## src/rtl/delay_timer_arbiter.sv

```systemverilog
// -----------------------------------------------------------------------------
// delay_timer_arbiter
//
// Shares one prescaled down-counting delay timer among four requesters.
// A round-robin arbiter picks one pending requester, loads its requested
// delay, counts it out in prescaled ticks and then pulses that requester's
// done line for one cycle. Dropping req while owning the timer cancels the
// delay without a done pulse.
//
// Parameters:
//   PRESCALE  clk cycles per timer tick (>= 1)
//   CNT_W     width of each requested delay and of the tick counter
//   PRE_W     width of the prescaler counter (must hold PRESCALE-1)
//
// Ports:
//   clk    system clock, all state updates on posedge
//   ar     asynchronous active-low reset
//   req    level request per requester, held until done or cancel
//   dly    requested delays, requester i uses dly[i*CNT_W +: CNT_W]
//   grant  one-hot owner of the timer, 0 when idle
//   done   one-cycle completion pulse to the owner
//   busy   high whenever the timer is not idle
//   tick   one-cycle pulse on every prescaler rollover while counting
// -----------------------------------------------------------------------------
module delay_timer_arbiter #(
    parameter int PRESCALE = 50000000,
    parameter int CNT_W    = 16,
    parameter int PRE_W    = 26
) (
    input  logic               clk,
    input  logic               ar,
    input  logic [3:0]         req,
    input  logic [4*CNT_W-1:0] dly,
    output logic [3:0]         grant,
    output logic [3:0]         done,
    output logic               busy,
    output logic               tick
);

    typedef enum logic [1:0] {
        IDLE  = 2'd0,
        COUNT = 2'd1,
        DONE  = 2'd2
    } state_t;

    localparam logic [PRE_W-1:0] PRE_LAST = PRE_W'(PRESCALE - 1);

    state_t             state;
    logic [1:0]         ptr;        // first requester to consider next time
    logic [1:0]         owner;      // index of the current grant holder
    logic [PRE_W-1:0]   prescaler;
    logic [CNT_W-1:0]   counter;

    logic [1:0]         win_idx;
    logic               win_found;

    // Round-robin search starting at ptr; the 2-bit sum wraps modulo 4.
    // NOTE: every always_comb output gets a default first so no path leaves
    // it unassigned, which would otherwise infer a latch.
    always_comb begin
        win_idx   = 2'd0;
        win_found = 1'b0;
        for (int i = 0; i < 4; i++) begin
            if (!win_found && req[ptr + 2'(i)]) begin
                win_idx   = ptr + 2'(i);
                win_found = 1'b1;
            end
        end
    end

    // NOTE: sequential state is updated with non-blocking assignments only,
    // so every register samples the pre-edge values of the others.
    always_ff @(posedge clk or negedge ar) begin
        if (!ar) begin
            state     <= IDLE;
            ptr       <= 2'd0;
            owner     <= 2'd0;
            prescaler <= '0;
            counter   <= '0;
            grant     <= 4'b0000;
            done      <= 4'b0000;
            busy      <= 1'b0;
            tick      <= 1'b0;
        end else begin
            tick <= 1'b0;
            case (state)
                IDLE: begin
                    if (win_found) begin
                        state     <= COUNT;
                        owner     <= win_idx;
                        grant     <= 4'b0001 << win_idx;
                        // The delay is captured only here; later dly changes
                        // do not affect the running transaction.
                        counter   <= dly[win_idx*CNT_W +: CNT_W];
                        prescaler <= '0;
                        busy      <= 1'b1;
                    end
                end

                COUNT: begin
                    // Cancel wins over completion and over a pending tick.
                    if (!req[owner]) begin
                        state <= IDLE;
                        grant <= 4'b0000;
                        busy  <= 1'b0;
                        ptr   <= owner + 2'd1;
                    end else if (counter == '0) begin
                        state <= DONE;
                        done  <= grant;
                    end else if (prescaler == PRE_LAST) begin
                        prescaler <= '0;
                        counter   <= counter - CNT_W'(1);
                        tick      <= 1'b1;
                    end else begin
                        prescaler <= prescaler + PRE_W'(1);
                    end
                end

                DONE: begin
                    // req is ignored here; the transaction is already complete.
                    state <= IDLE;
                    grant <= 4'b0000;
                    done  <= 4'b0000;
                    busy  <= 1'b0;
                    ptr   <= owner + 2'd1;
                end

                default: begin
                    state <= IDLE;
                    grant <= 4'b0000;
                    done  <= 4'b0000;
                    busy  <= 1'b0;
                end
            endcase
        end
    end

endmodule

```

## config.mk

```make
export PLATFORM = sky130hd
export DESIGN_NAME = delay_timer_arbiter
export DESIGN_NICKNAME = d
export VERILOG_FILES = /design/src/rtl/delay_timer_arbiter.sv
export SDC_FILE = /design/constraint.sdc
export NUM_CORES = 1
export LEC_CHECK = 0
export ABC_AREA = 1
export BUFFER_PORTS_ARGS = -buffer_cell sky130_fd_sc_hd__buf_2
export CAP_MARGIN = 25
export CORE_MARGIN = 2
export CORE_UTILIZATION = 40
export CTS_BUF_LIST = sky130_fd_sc_hd__clkbuf_4 sky130_fd_sc_hd__clkbuf_8
export DETAILED_ROUTE_END_ITERATION = 10
export GPL_TIMING_DRIVEN = 1
export PLACE_DENSITY = 0.67
export SLEW_MARGIN = 25
export SYNTH_ARGS = -nofsm -noshare
export SYNTH_HDL_FRONTEND = slang
export SYNTH_SLANG_ARGS = --single-unit
```

## constraint.sdc

```tcl
create_clock -name clk -period 2.64 [get_ports clk]
set_input_delay 0.264 -clock clk [delete_from_list [all_inputs] [get_ports clk]]
set_output_delay 0.264 -clock clk [all_outputs]
set_load 0.03 [all_outputs]
```

==> results by group <==
Setup path
  • R2R Setup Slk: 0.36 ns
  • Crit path required time: 2.93 ns
  • Critical-path maximum fanout: 36
  • Capturing point of the worst reg2reg path: counter[9]$_DFFE_PN0P_
  • Worst path arrival time: 2.57 ns
  • Worst r2r path cells: 15
  • Setup crit end kind: flop
  • Critical path class: reg2reg
  • FF-to-FF Start: ptr[0]$_DFFE_PN0P_
  • Worst Setup Start Kind: flop

Synthesis
  • Post-synthesis cell type count: 37
  • Async S/R FF share, synth: 1.00
  • Post-synth EDFFs: 0
  • Yosys Warn Count: 0
  • Sequential area share after synthesis: 0.326
  • Synth Instances: 700
  • Cell area after synthesis: 4450 µm²
  • Most used flip-flop cell after synthesis: dfrtp_1
  • Post-Syn Nets: 772
  • Syn Area/Cell: 6.36 µm²
  • #FFs+latches synth: 58

Global routing
  • GRT Residual Overflow: 0
  • Largest net degree at the start of global routing: 59
  • Vias in the first global route: 4386
  • Initial antenna violation count: 0
  • First-pass GRT wire length: 20.1 mm
  • GRT Util Overall: 0.209

Clock tree
  • CTS Buf Count: 9
  • Clock Latency Late Sink: 0.34 ns
  • Clock slew seen by the registers of the worst setup and hold paths: 0.07 ns
  • Root Buffer: clkbuf_8
  • Deepest clock path buffer count: 2
  • H-tree levels: 3
  • Setup bufs post-CTS: 0
  • TritonCTS clock tree: yes
  • Clk sink count: 58

Cells and area
  • Layout Nets: 847
  • Area growth syn-to-layout: 16.4%
  • Inserted Diodes: 0
  • Layout cell share with drive strength beyond 1: 0.188
  • Layout Utilization: 0.478
  • Filler cell count: 1130

Power and ir drop
  • Logic pwr share: 0.620
  • Reg power frac: 0.218
  • NetSw: 3.27 mW
  • Clock share of power: 0.161
  • Static Leak: 2.68 nW
  • Switching Share: 0.520
  • Power Dens Cells: 1210 nW/µm²
  • Final Power: 6.29 mW
  • Peak supply drop: 0.592 mV
  • Int Pwr: 3.01 mW

STA
  • Setup Skew: 0.0103 ns
  • Setup TNS Final: 0 ns
  • Final period util: 0.865
  • Max_slew headroom: 0.513
  • Fin crit period: 2.28 ns
  • Worst slew pin tran: 0.731 ns
  • Fmax: 438 MHz
  • Final Hold Fails: 0
  • Fin. max-slew vios: 0
  • Setup violations, final: 0
  • RSZ-0062 raised after global routing: false

Placement
  • GP Congestion: 0.953
  • Post-DP HPWL: 8.96 mm
  • IO buf count: 79

Min path
  • Type of the worst min-delay path: in2async

Detailed routing
  • Via Count: 4658
  • Post-DR wirelength/cell: 12.7 µm
  • Final ANT Viol Nets: 0
  • DRC violations left: 0
  • 1st-iter DRT viols: 336
  • Vias per cell: 5.06
  • Final wirelength: 11.7 mm
  • Drt pass-1 iters: 5

Die
  • Number of I/O pins: 80
  • Die area: 12000 µm²
  • # rows: 38
  • Die X: 110 µm
  • Core area: 10800 µm²
  • Starting density of the core: 0.411
  • Die Ht: 110 µm

Job
  • Max cap viols: 0

Status
  • Status: finished clean
==> final cells by class <==
class	count	area [µm²]	share of cell area
inverter	63	241	0.0466
multi-input combinational	557	2600	0.501
clock buffer	11	139	0.0268
sequential	58	1450	0.280
tap	140	175	0.0338
clock inverter	5	103	0.0198
timing repair buffer	86	473	0.0913
==> through the flow <==
step | setup slack [ns] | instance area [µm²] | hold WS (ns) | std cells
floorplan | 0.641 | 4450 | -0.0316 | 700
global placement | 0.248 | 4940 | 0.452 | 904
detailed placement | 0.248 | 4940 | 0.466 | 904
CTS | 0.217 | 5180 | 0.0847 | 920
global route | 0.104 | 5180 | 0.139 | 920
finish | 0.357 | 5180 | 0.0661 | 920
==> kinds of logic (layout without fill, tap and decap cells) <==
group | count (synthesis) | count (layout) | synth area share
buffers and inverters | 85 | 165 | 0.0905
AOI/OAI and AO/OA | 71 | 71 | 0.0818
and+or+nand+nor | 470 | 470 | 0.469
xor gates and xnor gates | 14 | 14 | 0.0275
DFF | 58 | 58 | 0.326
adders and majority gates | 2 | 2 | 0.00562
==> how the worst max path moves through the flow <==
stage	startpoint	to	slack (ns)
final	ptr[0]$_DFFE_PN0P_	counter[9]$_DFFE_PN0P_	0.36
after global routing	ptr[0]$_DFFE_PN0P_	counter[12]$_DFFE_PN0P_	0.10
after CTS	ptr[0]$_DFFE_PN0P_	counter[9]$_DFFE_PN0P_	0.22
after detailed placement	ptr[0]$_DFFE_PN0P_	counter[1]$_DFFE_PN0P_	0.25
after global placement	ptr[0]$_DFFE_PN0P_	counter[9]$_DFFE_PN0P_	0.25
after floorplan	counter[0]$_DFFE_PN0P_	prescaler[9]$_DFFE_PN0P_	0.64
==> cell usage after synthesis, types with 4 or more instances <==
master | n | area [µm²]
buf_6 | 8 | 90.1
nand2_1 | 255 | 957
dfrtp_1 | 58 | 1450
nand4_1 | 14 | 87.6
nor3_1 | 23 | 115
a21oi_1 | 33 | 165
inv_1 | 53 | 199
buf_2 | 6 | 30.0
nor2_2 | 4 | 25.0
xor2_1 | 13 | 114
nand2_2 | 15 | 93.8
nor2_1 | 73 | 274
nor4_1 | 4 | 25.0
inv_2 | 8 | 30.0
o21ai_0 | 32 | 160
nand3_1 | 65 | 325
==> registers in the layout, indices dropped and copies added (netlist names) <==
register	cells
counter	16
owner	2
tick	1
ptr	2
state	2
prescaler	26
busy	1
done	4
grant	4
==> timing repair <==
item                       4_1_cts  5_1_grt
setup endpoints to repair        0        8
hold endpoints to repair         0        0
resized for setup                0        1
hold buffers                     0        0
==> power by group through the flow <==
stage	clock, mW	sequential, mW	combinational (mW)
2_1_floorplan	0	1.35	3.30
3_3_place_gp	0	1.37	3.87
3_5_place_dp	0	1.38	3.93
4_1_cts	1.05	1.37	3.95
5_1_grt	1.08	1.41	4.50
6_report	1.01	1.37	3.90
==> worst max-delay path: stages (launching register included) <==
cell	delay [ns]
dfrtp_2	0.50
inv_2	0.17
nand2_1	0.10
nand3_2	0.09
nand2_2	0.09
nor2_4	0.14
nand3_2	0.10
nand2_4	0.22
nand2_8	0.20
inv_4	0.19
nand2_1	0.07
nand2_1	0.06
nand2_1	0.06
nand3_1	0.11
nand2_1	0.05
nand2_1	0.05
==> layer usage <==
metal / up-vias / GRT usage / routed length (µm)
li1: 2396 / - / -
met1: 2155 / 0.284 / 5470
met2: 95 / 0.342 / 5490
met3: 12 / 0.0368 / 582
met4: 0 / 0.0588 / 121
met5: - / 0 / 0
==> cell usage in the layout, fill, tap and decap left out, types with 4 or more instances in the layout <==
master / netlist / layout
nand2_1: 255 / 255
buf_2: 6 / 79
nor2_1: 73 / 73
nand3_1: 65 / 65
dfrtp_1: 58 / 57
inv_1: 53 / 53
a21oi_1: 33 / 33
o21ai_0: 32 / 32
nor3_1: 23 / 23
nand2_2: 15 / 15
nand4_1: 14 / 14
xor2_1: 13 / 13
clkbuf_8: 0 / 9
inv_2: 8 / 8
buf_4: 3 / 5
nor4_1: 4 / 4
nor2_2: 4 / 4
No activity file was read; power rests on OpenSTA's default activity.
